**src/rtl/interval_timer_arbiter_pkg.sv**
```systemverilog
// Shared types and helpers for the interval timer arbiter.
// Holds the FSM state encoding and the log2 helper that sizes requester indices.
package interval_timer_arbiter_pkg;

  typedef enum logic [1:0] {
    IDLE = 2'd0,
    LOAD = 2'd1,
    RUN  = 2'd2,
    DONE = 2'd3
  } state_t;

  function automatic int CeilLog2(input int value);
    int result;
    result = 0;
    for (int i = 0; i < 31; i++) begin
      if ((1 << i) < value) result = i + 1;
    end
    return result;
  endfunction

endpackage

```
**src/rtl/interval_counter.sv**
```systemverilog
// Elapsed-cycle counter for one interval: clears on request, counts when enabled,
// and flags the last RUN cycle (count == dur - 1).
module interval_counter #(
  parameter int NBITS_DUR = 8
) (
  input  logic                 clk,
  input  logic                 reset,
  input  logic                 enable,
  input  logic                 sync_clear,
  input  logic [NBITS_DUR-1:0] dur,
  output logic [NBITS_DUR-1:0] count,
  output logic                 terminal
);

  localparam logic [NBITS_DUR-1:0] ONE = NBITS_DUR'(1);

  always_ff @(posedge clk or negedge reset) begin
    if (!reset) begin
      count <= '0;
    end else if (sync_clear) begin
      count <= '0;
    end else if (enable) begin
      count <= count + ONE;
    end
  end

  assign terminal = (count == (dur - ONE));

endmodule

```
**src/rtl/interval_timer_arbiter.sv**
```systemverilog
// Round-robin arbiter that grants one requester at a time for a timed interval,
// pulsing done to that requester when its interval expires.
module interval_timer_arbiter
  import interval_timer_arbiter_pkg::*;
#(
  parameter int NUM_REQ   = 4,
  parameter int NBITS_DUR = 8
) (
  input  logic                           clk,
  input  logic                           reset,
  input  logic [NUM_REQ-1:0]             req,
  input  logic [NUM_REQ*NBITS_DUR-1:0]   duration,
  input  logic                           abort,
  output logic [NUM_REQ-1:0]             gnt,
  output logic [NUM_REQ-1:0]             done,
  output logic                           busy,
  output logic [NBITS_DUR-1:0]           count
);

  localparam int IDX_W = (CeilLog2(NUM_REQ) < 1) ? 1 : CeilLog2(NUM_REQ);
  localparam logic [IDX_W-1:0]   LAST_INIT = IDX_W'(NUM_REQ - 1);
  localparam logic [NUM_REQ-1:0] GNT_ONE   = NUM_REQ'(1);

  state_t               state;
  state_t               next_state;
  logic [IDX_W-1:0]     last_served;
  logic [IDX_W-1:0]     gnt_idx;
  logic [IDX_W-1:0]     pick_idx;
  logic [NBITS_DUR-1:0] dur_reg;
  logic [NBITS_DUR-1:0] sel_dur;
  logic                 any_req;
  logic                 terminal;
  logic                 ctr_enable;
  logic                 ctr_clear;
  logic                 end_interval;

  // Walk downward so the closest candidate after last_served wins.
  function automatic logic [IDX_W-1:0] rr_pick(input logic [NUM_REQ-1:0] r,
                                               input logic [IDX_W-1:0]   last);
    logic [IDX_W-1:0] pick;
    int               cand;
    pick = '0;
    for (int off = NUM_REQ; off >= 1; off--) begin
      cand = (int'(last) + off) % NUM_REQ;
      if (r[cand]) pick = IDX_W'(cand);
    end
    return pick;
  endfunction

  assign any_req  = |req;
  assign pick_idx = rr_pick(req, last_served);
  assign sel_dur  = duration[int'(gnt_idx) * NBITS_DUR +: NBITS_DUR];

  assign end_interval = (state == DONE) ||
                        (((state == LOAD) || (state == RUN)) && abort);

  always_comb begin
    next_state = state;
    unique case (state)
      IDLE: if (any_req) next_state = LOAD;
      LOAD: begin
        if (abort)              next_state = IDLE;
        else if (sel_dur == '0) next_state = DONE;
        else                    next_state = RUN;
      end
      RUN: begin
        if (abort)         next_state = IDLE;
        else if (terminal) next_state = DONE;
      end
      DONE: next_state = IDLE;
      default: next_state = IDLE;
    endcase
  end

  always_ff @(posedge clk or negedge reset) begin
    if (!reset) begin
      state       <= IDLE;
      gnt         <= '0;
      gnt_idx     <= '0;
      dur_reg     <= '0;
      last_served <= LAST_INIT;
    end else begin
      state <= next_state;
      if ((state == IDLE) && any_req) begin
        gnt     <= GNT_ONE << pick_idx;
        gnt_idx <= pick_idx;
      end
      if (state == LOAD) begin
        dur_reg <= sel_dur;
      end
      if (end_interval) begin
        gnt         <= '0;
        last_served <= gnt_idx;
      end
    end
  end

  // The terminal cycle does not increment, so count settles at dur_reg-1.
  assign ctr_clear  = (state == LOAD);
  assign ctr_enable = (state == RUN) && !terminal;

  interval_counter #(
    .NBITS_DUR (NBITS_DUR)
  ) u_counter (
    .clk        (clk),
    .reset      (reset),
    .enable     (ctr_enable),
    .sync_clear (ctr_clear),
    .dur        (dur_reg),
    .count      (count),
    .terminal   (terminal)
  );

  assign done = (state == DONE) ? gnt : '0;
  assign busy = (state != IDLE);

endmodule

```
**config.mk**
```make
export PLATFORM = sky130hd
export DESIGN_NAME = interval_timer_arbiter
export DESIGN_NICKNAME = d
export VERILOG_FILES = /design/src/rtl/interval_timer_arbiter_pkg.sv /design/src/rtl/interval_counter.sv /design/src/rtl/interval_timer_arbiter.sv
export SDC_FILE = /design/constraint.sdc
export NUM_CORES = 1
export LEC_CHECK = 0
export ABC_AREA = 1
export CORE_UTILIZATION = 49
export DETAILED_ROUTE_END_ITERATION = 7
export PLACE_DENSITY = 0.87
export SYNTH_ARGS = -nofsm -noshare
export SYNTH_HDL_FRONTEND = slang
export SYNTH_SLANG_ARGS = --single-unit
```
**constraint.sdc**
```tcl
create_clock -name clk -period 1.95 [get_ports clk]
set_input_delay 0.39 -clock clk [delete_from_list [all_inputs] [get_ports clk]]
set_output_delay 0.39 -clock clk [all_outputs]
set_load 0.03 [all_outputs]
```
==> results of run 1 <==
-- final timing paths --
check,end,slack (ps)
setup / recovery,count[2],60
hold / removal,u_counter.count[2],490
setup reg to reg,state[1],140
hold reg to reg,last_served[1],520
max in group asynchronous,last_served[1],1150
min in group clk,last_served[1],520
-- per-stage QoR --
stage / std cells / setup TNS (ps) / setup slack, ps / total power, W
global route: 438 / -2.484 / -2.484 / 0.004010
finish: 438 / 0 / 64.94 / 0.003663
global placement: 432 / -125.3 / -41.73 / 0.003028
detailed placement: 432 / -171.1 / -64.50 / 0.003107
CTS: 436 / 0 / 19.18 / 0.003564
floorplan: 331 / 0 / 257.4 / 0.002579
-- power by group through the flow --
stage          logic, W  clock network [W]  registers [W]
6_report        0.00225           0.000443       0.000973
2_1_floorplan   0.00165                  0       0.000931
4_1_cts         0.00214           0.000453       0.000973
3_3_place_gp    0.00206                  0       0.000972
5_1_grt         0.00252           0.000476        0.00101
3_5_place_dp    0.00213                  0       0.000981
-- layout make-up --
class                   instances  area share
well taps                      50     0.02235
inverters                      44     0.05901
clock buffers                   3     0.01475
multi-input cells             252      0.4443
flip-flops and latches         26      0.2338
repair buffers                 62      0.2150
clock inverters                 1     0.01073
-- placed cells by master (no fill, tap or decap), types with 2 or more instances in the layout --
cell type / netlist / layout
a21oi_1: 4 / 4
buf_4: 1 / 7
clkbuf_8: 2 / 3
clkdlybuf4s50_1: 0 / 48
dfrtp_1: 24 / 23
dfstp_2: 2 / 2
dlygate4sd2_1: 0 / 5
dlymetal6s2s_1: 0 / 2
ha_1: 6 / 4
inv_1: 41 / 41
inv_2: 2 / 2
nand2_1: 132 / 132
nand2_2: 3 / 4
nand2_4: 3 / 2
nand3_1: 35 / 34
nand4_1: 11 / 11
nor2_1: 18 / 18
nor2_2: 5 / 4
o21ai_0: 17 / 17
o21ai_1: 3 / 3
xnor2_1: 4 / 4
xor2_1: 5 / 5
-- logic make-up (layout without fill, tap and decap cells) --
logic type | count (synthesis) | count (layout)
AOI/OAI and AO/OA | 26 | 26
xor gates and xnor gates | 9 | 9
adders and majority gates | 6 | 6
buffers and inverters | 54 | 110
DFF | 26 | 26
and+or+nand+nor | 210 | 211
-- timing repair --
action                     CTS  global route
hold endpoints to repair     0             0
setup buffers                0             1
gates cloned                 0             1
setup endpoints to repair    5            17
pin swaps                    0             5
resized for setup            5             9
-- per-layer routing --
layer,GRT usage,up-vias,wire (um)
met5,0,-,0
met4,0.08511,0,83
met3,0.03041,8,216
met2,0.4600,67,2630
met1,0.2793,1031,2323
li1,-,1151,-
==> summary.txt, run 1 <==
Worst path max stage delay = 720 ps
Largest vdd supply drop = 0.7663 mV
Chip Width = 67.38 um
Delay-heaviest family, CP = buffers and inverters
Mux contribution to synthesized area = 0
Post-Synth Adder-Cell Area = 0.03584
CTS tree = yes
Net load switching power = 0.001825 W
Post-Synthesis Cells = 331
Synth async-reset ratio = 1.000
Clock network fraction of total power = 0.121
Residual DRC = 0
Final worst path period share = 0.9667
Area of the die = 4540 sq um
Sequential Power Share = 0.266
Crit end category = primary output
Worst path bufs/invs = 1
Placer Congestion = 0.8721
Max cap viols = 0
Total CTS buffers = 3
Area of placed instances = 2674 sq um
Reg2Reg Depth = 14
Multi-input logic area = 1244 sq um
CP cell instances = clkdlybuf4s50_1
CTS max path bufs = 2
First-pass GRT wire length = 8514 um
All-Layer GR Usage = 0.2444
Top post-synthesis cells by area = dfrtp_1, nand2_1, nand3_1
Clock Latency Late Sink = 270 ps
Drt wl/cell = 12.00 um
Status = complete, no violations
Setup crit start kind = flop
Top Ports = 56
Slowest cell on the critical path = clkdlybuf4s50_1
Fmax = 0.5305 GHz
Layout cell share with drive strength beyond 1 = 0.08247
# rows = 23
Mapped Area = 2095 sq um
Post-synth top area share = 0.2867
Final setup fails = 0
Largest net degree at the start of global routing = 32
Tmin final = 1885 ps
Switching fraction of total power = 0.4983
Final ANT Viol Nets = 0
Syn Area/Cell = 6.328 sq um
Htree depth = 1
Root Buffer = clkbuf_8
Hold buffer count at CTS = 0
Final Hold Vio Count = 0
Synth area leader = dfrtp_1
Worst-path fanout max = 7
Register area = 654.4 sq um
# fillers = 342
Setup crit start = u_counter.count[2]
Max transition margin = 0.7086
WL final = 5254 um
Die Y = 67.38 um
Dpl hpwl = 3904 um
Pwr/cell area = 1309 nW/um^2
DR iter-0 viols = 160
Initial antenna violation count = 0
Hold WC Path Type = input port to asynchronous set/reset pin
Cell Int Power = 0.001838 W
Number of global-route vias before repair = 2096
Compound-gate portion of the synthesized area = 0.06392
Data required time of the worst path = 1560 ps
Stages on the worst setup path = 1
Clock transition at path regs = 90 ps
Clock Sinks = 26
DR vias/cell = 5.153
Count leader, synth = nand2_1
Routed vias = 2257
Placeable Area = 4058 sq um
Cell area after layout = 2799 sq um
Arr. time, crit path = 1500 ps
Reg2reg start = dur_reg[0]
Worst-Margin Slew = 437.1 ps
IO buf count = 55
Synth Flop Type = dfrtp_1
Register area share after synthesis = 0.3118
Area growth syn-to-layout = 33.63%
Starting Density = 0.5162
Slew Limit Fails = 0
Fin Hold WS = 489.4 ps
Combinational share of power = 0.613
Post-synth EDFFs = 0
Post-synthesis xor/xnor area fraction = 0.03763
Commonest cells in the netlist = nand2_1, inv_1, nand3_1
Pre-antenna DRT Iters = 4
Simple-Gate Fraction of Synth Area = 0.4343
Syn Nets = 376
Post-layout net count = 434
Largest family of logic cells by synthesized area = simple AND/OR/NAND/NOR gates
Leak = 1.517 nW
#FFs+latches synth = 26
Clock Skew = 7.166 ps
Synth unique cells = 28
Antenna Diode Count = 0
Congestion Overflow GR = 0
Setup CP Type = flop to primary output
Util after Layout = 0.6898
Synth warn = 0
(Power assumes the default switching activity.)
==> inputs of run 2 (changes only) <==
CTS_CLUSTER_SIZE = 14   (was default)
clock period = 2.11 ns   (was 1.95 ns; I/O delays follow)
==> run 2 against run 1 <==
- via count down 0.35%
- hold slack improved by 10 ps
- clock-buffer cell count unchanged
- critical path depth unchanged
- combinational power shrank 12%
- cell count down 0.68%
- sequential cell count unchanged
- clock power shrank 5.6%
- utilization decreased by 1.6 points
==> summary.txt, run 2 (synthesis results as in run 1) <==
Final setup fails = 0
Top Ports = 56
Met3 WL post-DR = 218 um
Number of global-route vias before repair = 2175
Setup CP Type = flop to primary output
All-Layer GR Usage = 0.2632
Worst-Margin Slew = 450.5 ps
Multi-input logic area = 1197 sq um
CTS tree = yes
CTS max path bufs = 2
# rows = 23
Max cap viols = 0
Cell Int Power = 0.001644 W
Starting Density = 0.5162
Chip Width = 67.38 um
Combinational share of power = 0.599
Fmax = 0.5150 GHz
Congestion Overflow GR = 0
Fin Hold WS = 499.8 ps
DR vias/cell = 5.170
Layout cell share with drive strength beyond 1 = 0.06494
Setup fix buffers added after clock tree synthesis = 0
Worst-path fanout max = 7
R2r setup slk = 230 ps
Final ANT Viol Nets = 0
Routed length on met2 = 2671 um
# fillers = 357
Final setup TNS = 0 ps
Drt wl/cell = 12.07 um
Max transition margin = 0.6969
Pwr Total = 0.003295 W
IO buf count = 55
WL final = 5250 um
Most frequent cells in the layout = nand2_1, clkdlybuf4s50_1, inv_1, nand3_1, dfrtp_1
Largest vdd supply drop = 0.7438 mV
Tmin final = 1942 ps
Crit end category = primary output
Sequential Power Share = 0.274
Final worst path period share = 0.9202
Final worst slack = 168.4 ps
Placer Congestion = 0.9101
Max Used Layer = met4
Worst path bufs/invs = 1
Setup crit start kind = flop
First-pass GRT wire length = 9094 um
Final Hold Vio Count = 0
Residual DRC = 0
Delay-heaviest family, CP = buffers and inverters
Pre-CTS WS = 138.9 ps
Pwr/cell area = 1206 nW/um^2
Pre-antenna DRT Iters = 4
Total CTS buffers = 3
Status = complete, no violations
Hold WC Path Type = input port to asynchronous set/reset pin
DR iter-0 viols = 182
Clock transition at path regs = 90 ps
Largest net degree at the start of global routing = 32
Root Buffer = clkbuf_8
CP cell instances = clkdlybuf4s50_1
Slew Limit Fails = 0
Worst path max stage delay = 730 ps
Post-layout net count = 431
Slowest cell on the critical path = clkdlybuf4s50_1
Commonest non-fill, non-tap cell in the layout = nand2_1
Area of the die = 4540 sq um
Arr. time, crit path = 1520 ps
Placeable Area = 4058 sq um
Area growth syn-to-layout = 30.47%
Htree depth = 1
Leak = 1.466 nW
Net load switching power = 0.001651 W
Antenna Diode Count = 0
Data required time of the worst path = 1690 ps
Routed vias = 2249
Hold buffer count at CTS = 0
Clock Sinks = 26
RSZ-0062 raised after global routing = no
Dpl hpwl = 4117 um
Register area = 654.4 sq um
Die Y = 67.38 um
Clock Latency Late Sink = 280 ps
Switching fraction of total power = 0.5010
Clock Skew = 3.072 ps
Clock network fraction of total power = 0.127
Metal1 wirelength = 2258 um
Initial antenna violation count = 0
## run 2: final cells by class
class,instances,share of cell area
clock buffer,3,0.01511
sequential,26,0.2395
clock inverter,1,0.01099
multi-input combinational,251,0.4382
tap,50,0.02289
inverter,44,0.06044
timing repair buffer,60,0.2129
## run 2: worst paths after layout
path / cells after the start / start / to
setup / recovery: 1 / u_counter.count[5] / count[5]
hold / removal: 2 / reset / dur_reg[4]
setup reg to reg: 14 / dur_reg[0] / state[1]
hold reg to reg: 2 / last_served[1] / last_served[1]
max in group asynchronous: 2 / reset / last_served[1]
min in group clk: 2 / last_served[1] / last_served[1]
## run 2: power groups by stage
stage / registers (W) / logic, W / clock network (W)
floorplan: 0.000860 / 0.00152 / 0
global placement: 0.000899 / 0.00188 / 0
detailed placement: 0.000907 / 0.00197 / 0
CTS: 0.000901 / 0.00197 / 0.000426
global route: 0.000936 / 0.00225 / 0.000444
finish: 0.000904 / 0.00197 / 0.000418
## run 2: timing repair
item,in CTS,in global routing
resized for setup,5,1
pin swaps,0,0
setup endpoints to repair,5,1
## run 2: per-layer routing
layer / GRT usage / up-vias
li1: - / 1143
met1: 0.3071 / 1027
met2: 0.4625 / 70
met3: 0.03547 / 9
met4: 0.1410 / 0
met5: 0 / -
## run 2: through the flow
| stage | cell area (sq um) | instances | utilization |
|---|---|---|---|
| global route | 2733 | 435 | 0.6735 |
| finish | 2733 | 435 | 0.6735 |
| CTS | 2731 | 435 | 0.6731 |
| floorplan | 2095 | 331 | - |
| global placement | 2666 | 431 | 0.6571 |
| detailed placement | 2666 | 431 | 0.6571 |
==> inputs of run 3 (changes only) <==
SETUP_SLACK_MARGIN = 0.02   (was default)
==> results of run 3 <==
Final layout, timing and power as in run 2 (identical DEF).
